### src/rtl/insn_fetch.sv
// insn_fetch: Wishbone instruction fetch master.
// Fetches one word per bus cycle and hands it to decode.
module insn_fetch #(
  parameter int ADR_WIDTH = 32,
  parameter int DAT_WIDTH = 64,
  parameter logic [ADR_WIDTH-1:0] RESET_PC = '0,
  parameter int TIMEOUT = 255
) (
  input  logic                 clk_i,
  input  logic                 rst_i,
  input  logic                 enable_i,
  output logic [ADR_WIDTH-1:0] fetch_adr_o,
  input  logic [DAT_WIDTH-1:0] fetch_dat_i,
  output logic [DAT_WIDTH-1:0] fetch_dat_o,
  output logic                 fetch_we_o,
  output logic                 fetch_cyc_o,
  output logic                 fetch_stb_o,
  input  logic                 fetch_ack_i,
  input  logic                 fetch_err_i,
  output logic [DAT_WIDTH-1:0] insn_o,
  output logic [ADR_WIDTH-1:0] insn_pc_o,
  output logic                 insn_valid_o,
  input  logic                 insn_ready_i,
  input  logic                 redirect_i,
  input  logic [ADR_WIDTH-1:0] redirect_pc_i,
  output logic                 fault_o,
  output logic [ADR_WIDTH-1:0] fault_pc_o
);

  localparam int TW = $clog2(TIMEOUT + 1);
  localparam logic [ADR_WIDTH-1:0] STEP =
    ADR_WIDTH'(DAT_WIDTH / 8);
  localparam logic [TW-1:0] T_LAST = TW'(TIMEOUT - 1);
  localparam logic [TW-1:0] T_MAX  = TW'(TIMEOUT);

  typedef enum logic [1:0] {
    IDLE,
    REQ,
    HOLD,
    FAULT
  } state_t;

  state_t                 state_q, state_d;
  logic [ADR_WIDTH-1:0]   pc_q, pc_d;
  logic                   stb_q, stb_d;
  logic [DAT_WIDTH-1:0]   insn_q, insn_d;
  logic [ADR_WIDTH-1:0]   ipc_q, ipc_d;
  logic                   valid_q, valid_d;
  logic                   fault_q, fault_d;
  logic [ADR_WIDTH-1:0]   fpc_q, fpc_d;
  logic                   discard_q, discard_d;
  logic                   mis_q, mis_d;
  logic [TW-1:0]          timer_q, timer_d;

  logic          misaligned;
  logic          timed_out;
  logic [TW-1:0] timer_inc;

  assign misaligned = |redirect_pc_i[2:0];
  assign timed_out  = timer_q >= T_LAST;
  assign timer_inc  = (timer_q == T_MAX) ? timer_q
                                         : timer_q + 1'b1;

  assign fetch_adr_o  = pc_q;
  assign fetch_dat_o  = '0;
  assign fetch_we_o   = 1'b0;
  assign fetch_cyc_o  = stb_q;
  assign fetch_stb_o  = stb_q;
  assign insn_o       = insn_q;
  assign insn_pc_o    = ipc_q;
  assign insn_valid_o = valid_q;
  assign fault_o      = fault_q;
  assign fault_pc_o   = fpc_q;

  // Next-state and registered-output decode; redirect overrides all.
  always_comb begin
    state_d   = state_q;
    pc_d      = pc_q;
    stb_d     = stb_q;
    insn_d    = insn_q;
    ipc_d     = ipc_q;
    valid_d   = valid_q;
    fault_d   = fault_q;
    fpc_d     = fpc_q;
    discard_d = discard_q;
    mis_d     = mis_q;
    timer_d   = timer_q;
    if (redirect_i) begin
      pc_d    = redirect_pc_i;
      valid_d = 1'b0;
      fault_d = 1'b0;
      if (state_q == REQ) begin
        discard_d = 1'b1;
        mis_d     = misaligned;
        timer_d   = timer_inc;
      end else if (misaligned) begin
        stb_d   = 1'b0;
        fault_d = 1'b1;
        fpc_d   = redirect_pc_i;
        state_d = FAULT;
      end else begin
        stb_d   = 1'b0;
        state_d = IDLE;
      end
    end else begin
      unique case (state_q)
        IDLE: begin
          if (enable_i) begin
            stb_d   = 1'b1;
            timer_d = '0;
            state_d = REQ;
          end
        end
        REQ: begin
          timer_d = timer_inc;
          if (fetch_err_i || fetch_ack_i || timed_out) begin
            stb_d = 1'b0;
            if (discard_q) begin
              discard_d = 1'b0;
              mis_d     = 1'b0;
              if (mis_q) begin
                fault_d = 1'b1;
                fpc_d   = pc_q;
                state_d = FAULT;
              end else begin
                state_d = IDLE;
              end
            end else if (fetch_err_i || timed_out) begin
              fault_d = 1'b1;
              fpc_d   = pc_q;
              state_d = FAULT;
            end else begin
              insn_d  = fetch_dat_i;
              ipc_d   = pc_q;
              valid_d = 1'b1;
              pc_d    = pc_q + STEP;
              state_d = HOLD;
            end
          end
        end
        HOLD: begin
          if (valid_q && insn_ready_i) begin
            valid_d = 1'b0;
            if (enable_i) begin
              stb_d   = 1'b1;
              timer_d = '0;
              state_d = REQ;
            end else begin
              state_d = IDLE;
            end
          end
        end
        FAULT: begin
          stb_d = 1'b0;
        end
        default: begin
          stb_d   = 1'b0;
          state_d = IDLE;
        end
      endcase
    end
  end

  // State and output registers.
  always_ff @(posedge clk_i or posedge rst_i) begin
    if (rst_i) begin
      state_q   <= IDLE;
      pc_q      <= RESET_PC;
      stb_q     <= 1'b0;
      insn_q    <= '0;
      ipc_q     <= '0;
      valid_q   <= 1'b0;
      fault_q   <= 1'b0;
      fpc_q     <= '0;
      discard_q <= 1'b0;
      mis_q     <= 1'b0;
      timer_q   <= '0;
    end else begin
      state_q   <= state_d;
      pc_q      <= pc_d;
      stb_q     <= stb_d;
      insn_q    <= insn_d;
      ipc_q     <= ipc_d;
      valid_q   <= valid_d;
      fault_q   <= fault_d;
      fpc_q     <= fpc_d;
      discard_q <= discard_d;
      mis_q     <= mis_d;
      timer_q   <= timer_d;
    end
  end

endmodule

### config.mk
export PLATFORM = sky130hd
export DESIGN_NAME = insn_fetch
export DESIGN_NICKNAME = d
export VERILOG_FILES = /design/src/rtl/insn_fetch.sv
export SDC_FILE = /design/constraint.sdc
export NUM_CORES = 1
export LEC_CHECK = 0
export CORE_MARGIN = 5
export CORE_UTILIZATION = 48
export DETAILED_ROUTE_END_ITERATION = 6
export PLACE_DENSITY = 0.89
export SYNTH_ARGS = -nofsm -noshare
export SYNTH_HDL_FRONTEND = slang
export SYNTH_SLANG_ARGS = --single-unit
### constraint.sdc
create_clock -name clk_i -period 10.7 [get_ports clk_i]
set_clock_uncertainty 0.2 [all_clocks]
set_input_delay 2.14 -clock clk_i [delete_from_list [all_inputs] [get_ports clk_i]]
set_output_delay 2.14 -clock clk_i [all_outputs]
set_load 0.02 [all_outputs]
==> results of run 1 <==
-- final timing paths --
check	from	depth (start not counted)	endpoint	slack (ps)
max in group asynchronous	rst_i	3	fault_pc_o[8]	6870
setup / recovery	redirect_i	8	fetch_adr_o[22]	5940
setup reg to reg	state_q[1]	8	fetch_adr_o[22]	7540
hold / removal	fault_pc_o[30]	2	fault_pc_o[30]	280
min in group asynchronous	rst_i	2	insn_o[28]	2060
hold reg to reg	fault_pc_o[30]	2	fault_pc_o[30]	280
-- cell usage in the layout, fill, tap and decap left out, types with 4 or more instances in the layout --
master	count
nor2_1	24
o31ai_1	8
o22ai_1	6
a2bb2oi_1	5
a21boi_0	8
o21ai_0	62
buf_4	10
nand2b_1	7
nand2_1	70
inv_1	16
nor4_1	4
conb_1	65
inv_6	4
a31oi_1	5
mux2_2	97
dfrtp_1	175
nand3_1	14
clkbuf_16	17
a22oi_1	4
a21oi_1	41
nor3_1	6
nand4_1	8
nor2b_1	4
ha_1	11
mux2i_1	28
clkdlybuf4s50_1	265
-- metal layers --
| layer | global-route usage, % | wire length [µm] |
|---|---|---|
| met1 | 28.1 | 9400 |
| met2 | 38.3 | 12000 |
| met3 | 6.61 | 1910 |
| met4 | 7.38 | 529 |
| met5 | 0 | 0 |
-- through the flow --
stage	cells	setup WS, ps	cell area (µm²)
floorplan	846	3610	8860
global route	1273	5730	11800
CTS	1273	5970	11800
global placement	1241	5570	11200
detailed placement	1241	5520	11200
finish	1273	5940	11800
-- power by group through the flow --
| stage | clock network, W | logic [W] | registers (W) |
|---|---|---|---|
| 6_report | 0.000657 | 0.00168 | 0.00123 |
| 5_1_grt | 0.000702 | 0.00180 | 0.00127 |
| 4_1_cts | 0.000668 | 0.00170 | 0.00123 |
| 3_5_place_dp | 0 | 0.00170 | 0.00124 |
| 3_3_place_gp | 0 | 0.00166 | 0.00122 |
| 2_1_floorplan | 0 | 0.000570 | 0.00154 |
-- logic make-up after synthesis --
kind of cell             count (synthesis)
other                                    1
flip-flops                             175
multiplexers                           125
adder cells (fa/ha/maj)                 11
AO/OA/AOI/OAI                          180
AND/OR/NAND/NOR                        164
buffers and inverters                  126
-- flip-flops by register name, indices dropped and copies added (netlist names), 2 cells and up --
name	flops
insn_o	64
fault_pc_o	32
fetch_adr_o	32
insn_pc_o	32
timer_q	8
state_q	2
-- area by class of cell --
cell class	count	area, µm²
sequential	175	4380
inverter	17	71.3
multi-input combinational	545	3750
clock buffer	18	439
clock inverter	14	179
fill	1330	6000
tap	229	287
timing repair buffer	275	2730
-- critical path, stage by stage --
cell and delay [ps]:
buf_4 460, inv_1 80, buf_4 290, ha_1 320, or3b_2 500, o21a_1 570, a22oi_1 320, o21ai_0 110
==> reports/results.txt, run 1 <==
Status: completed
Global-route wire length before repair: 36,900 µm
Initial Utilization: 48.3%
Vias in the first global route: 6,777
Count leader, synth: dfrtp_1
Maximum vdd drop: 0.172 mV
Post-CTS Setup Bufs: 0
Post-synthesis mux area share: 15.9%
Unique cell type count in the Yosys netlist: 64
Nets: 1,145
Power Internal: 0.00217 W
Crit path capture type: flip-flop
Post-layout util: 66.3%
Required @ worst endpoint: 10,770 ps
Vias/cell: 5.28
Die area: 0.0207 mm²
#FFs+latches synth: 175
Hold bufs inserted after CTS: 0
CTS Root Buffer Type: clkbuf_16
Worst Hold Class: reg2reg
# diodes: 0
Leakage: 5.08 nW
Largest family of logic cells by synthesized area: multiplexers
Sequential area share after synthesis: 50.8%
Post-synthesis compound-gate area fraction: 13.3%
Post-synthesis simple-gate area fraction: 9.68%
Minimum clock period: 4760 ps
CP arrival: 4820 ps
# DRC: 0
Yosys top cell area share: 50.8%
Fin crit share: 44.5%
Fin Setup TNS: 0 ps
Commonest cells post-synth: dfrtp_1 (175), mux2_2 (97), buf_4 (70), nand2_1 (70), o21ai_0 (62)
CTS max path bufs: 2
Routability cong.: 0.866
Initial antenna violation count: 0
Worst Setup Path Type: in2reg
EDFF count, synth: 0
Syn avg cell area: 11.0 µm²
Post-Syn Area: 0.00862 mm²
Core footprint: 0.0178 mm²
Adder-Cell Fraction of Synth Area: 1.60%
Die Y: 144 µm
Total gr overflow: 0
Routed Antenna Nets: 0
P per Cell Area: 301 mW/mm²
H-tree lvl count: 4
I/O pins: 332
Crit Path Max Fanout: 51
Power share of the clock group: 18.4%
Pin count of the biggest net entering global routing: 113
Startpoint types: input pin
Final wirelength: 23,900 µm
Worst-margin pin slew: 1020 ps
FFs w/ async S/R, synth: 100%
Xor/xnor cell area share of the yosys netlist: 0%
TritonCTS Buffers: 17
RSZ-0062 raised after global routing: no
Synth area leader: dfrtp_1
Hold Vio Cnt, Final: 0
Setup violators final: 0
Sequential Power Share: 34.4%
Initial DRC count: 286
Syn Inst Count: 782
DR pass1 iterations: 5
Clk Latency, worst-skew pair: 440 ps
Sink Count: 175
Slew Limit Fails: 0
Post-synth top flop: dfrtp_1
# port buffers: 266
Layout cells sized above 1: 14.9%
GR Util All Layers: 22.7%
CTS tree: built
DP HPWL: 17,300 µm
Comb power frac: 47.2%
Reg clk slew, reported paths: 70 ps
Total power: 0.00357 W
Wirelength per Cell: 18.7 µm
Fmax: 210 MHz
Max-slew headroom: 32.1%
Hold Slack: 281 ps
Main area contributors after synthesis: dfrtp_1 (51%), mux2_2 (13%), buf_4 (6.1%)
Max cap viols: 0
Die width: 144 µm
FP Rows: 49
NetSw: 0.00140 W
Routed via count: 6,724
Cts repair resizes: 0
Area growth syn-to-layout: 37.3%
Sw frac: 39.3%
Yosys warns: 0
(Power assumes the default switching activity.)
==> run 2: changes to the inputs <==
Settings changed: CORE_UTILIZATION 48 to 45, PLACE_DENSITY 0.89 to 0.84.
Clock period 10.7 ns to 4.5 ns, I/O delays scaled along.
==> reports/results.txt, run 2 (synthesized netlist as in run 1, its figures left out) <==
Maximum vdd drop: 0.370 mV
Sw frac: 39.3%
Core footprint: 0.0188 mm²
Hold path start: fault_pc_o[31]
Nets: 1,148
CTS max path bufs: 2
Setup violators final: 0
Status: completed
FILL cells: 1,468
Vias in the first global route: 6,835
Max cap viols: 0
Die width: 148 µm
Sink Count: 175
Worst reg2reg endpoint: fetch_adr_o[14]
Area occupied by multi-input gates: 0.00375 mm²
Fin Setup TNS: 0 ps
Max-slew headroom: 26.7%
Routed Antenna Nets: 0
Initial antenna violation count: 1
Routed via count: 6,840
Leakage: 5.10 nW
Crit Path Max Fanout: 17
Vias/cell: 5.34
Number of flip-flops in the largest register: 64
GR Util All Layers: 21.3%
Hold bufs inserted after CTS: 0
Fmax: 288 MHz
Final wirelength: 23,700 µm
Worst-margin pin slew: 1100 ps
Sequential Area: 0.00438 mm²
I/O pins: 332
Comb power frac: 47.3%
DP HPWL: 17,300 µm
Reg clk slew, reported paths: 70 ps
P per Cell Area: 710 mW/mm²
Area growth syn-to-layout: 37.9%
Worst Hold Class: reg2reg
Sequential Power Share: 34.7%
Reg2reg setup slack: 1030 ps
Slew Limit Fails: 0
Die area: 0.0220 mm²
CTS Root Buffer Type: clkbuf_16
Commonest cells after routing, fill and taps aside: clkdlybuf4s50_1 (265), dfrtp_1 (175), mux2_2 (97)
Minimum clock period: 3470 ps
Hold Slack: 277 ps
RSZ-0062 raised after global routing: no
FP Rows: 50
Startpoint types: flip-flop
Routability cong.: 0.856
Initial DRC count: 454
Pin count of the biggest net entering global routing: 93
# diodes: 0
Most common cell after layout, fill and taps aside: clkdlybuf4s50_1
CP arrival: 3580 ps
Die Y: 148 µm
Worst Setup Path Type: reg2reg
Cts repair resizes: 0
Required @ worst endpoint: 4610 ps
Fin cells: 1,281
# DRC: 0
# port buffers: 266
Initial Utilization: 45.9%
Power share of the clock group: 18.0%
Worst r2r src: state_q[1]
TritonCTS Buffers: 17
Clk Latency, worst-skew pair: 420 ps
DR pass1 iterations: 5
Post-CTS Setup Bufs: 0
Reg2reg path depth: 9
Total gr overflow: 0
WHS Path Cells: 2
Hold EP: fault_pc_o[31]
Wirelength per Cell: 18.5 µm
CTS tree: built
NetSw: 0.00332 W
Crit path capture type: flip-flop
Dpl cells: 1,249
Fin crit share: 77.1%
Hold Vio Cnt, Final: 0
H-tree lvl count: 4
Global-route wire length before repair: 37,500 µm
Power Internal: 0.00512 W
Layout cells sized above 1: 15.1%
-- run 2: cell count changes in the layout (fill, tap and decap cells not counted) --
cell / previous run / this run
buf_12: 0 / 3
bufinv_16: 3 / 2
clkbuf_1: 0 / 1
clkbuf_8: 1 / 2
clkinv_2: 2 / 1
-- run 2: how the worst max path moves through the flow --
stage	depth (start not counted)	endpoint	slack, ps	from
5_1_grt	9	fetch_adr_o[14]	820	state_q[1]
3_3_place_gp	6	fetch_adr_o[14]	970	fetch_ack_i
3_5_place_dp	6	fetch_adr_o[14]	920	fetch_ack_i
4_1_cts	9	fetch_adr_o[14]	1070	state_q[1]
2_1_floorplan	10	fetch_adr_o[8]	1090	redirect_i
6_report	9	fetch_adr_o[14]	1030	state_q[1]
-- run 2: through the flow --
stage                     setup slack, ps  total power [W]  cell area (µm²)  util (%)
after detailed placement              921          0.00698            11300      60.1
final                                1030          0.00844            11900      63.3
after global placement                973          0.00687            11300      60.1
after CTS                            1070          0.00852            11900      63.3
after global routing                  818          0.00894            11900      63.3
after floorplan                      1090          0.00501             8860         -
-- run 2: routing by layer --
layer  GRT usage, %  part of all wire, %  vias to the layer above
met5              0                0.072                        -
met2           36.2                   50                      302
met3           5.51                  7.5                       45
li1               -                    -                     3168
met4           8.13                  3.0                        2
met1           26.2                   40                     3323
-- run 2: layout make-up --
type	count	area share, %
Clock inverter	12	1.24
Clock buffer	20	3.84
Multi-Input combinational cell	545	31.6
Sequential cell	175	36.8
Tap cell	234	2.46
Timing Repair Buffer	278	23.5
Inverter	17	0.568
-- run 2: worst max-delay path, stage by stage (launching register included) --
cell and delay (ps):
dfrtp_1 430, inv_1 100, ha_1 300, inv_1 190
ha_1 310, or3b_2 510, o21ai_2 670, buf_4 300
o21ai_0 90, a22o_1 270
-- run 2: power by group through the flow --
stage	clock, W	sequential, W	combinational (W)
6_report	0.00152	0.00293	0.00399
3_3_place_gp	0	0.00292	0.00395
5_1_grt	0.00161	0.00306	0.00427
3_5_place_dp	0	0.00296	0.00403
4_1_cts	0.00155	0.00293	0.00404
2_1_floorplan	0	0.00365	0.00135
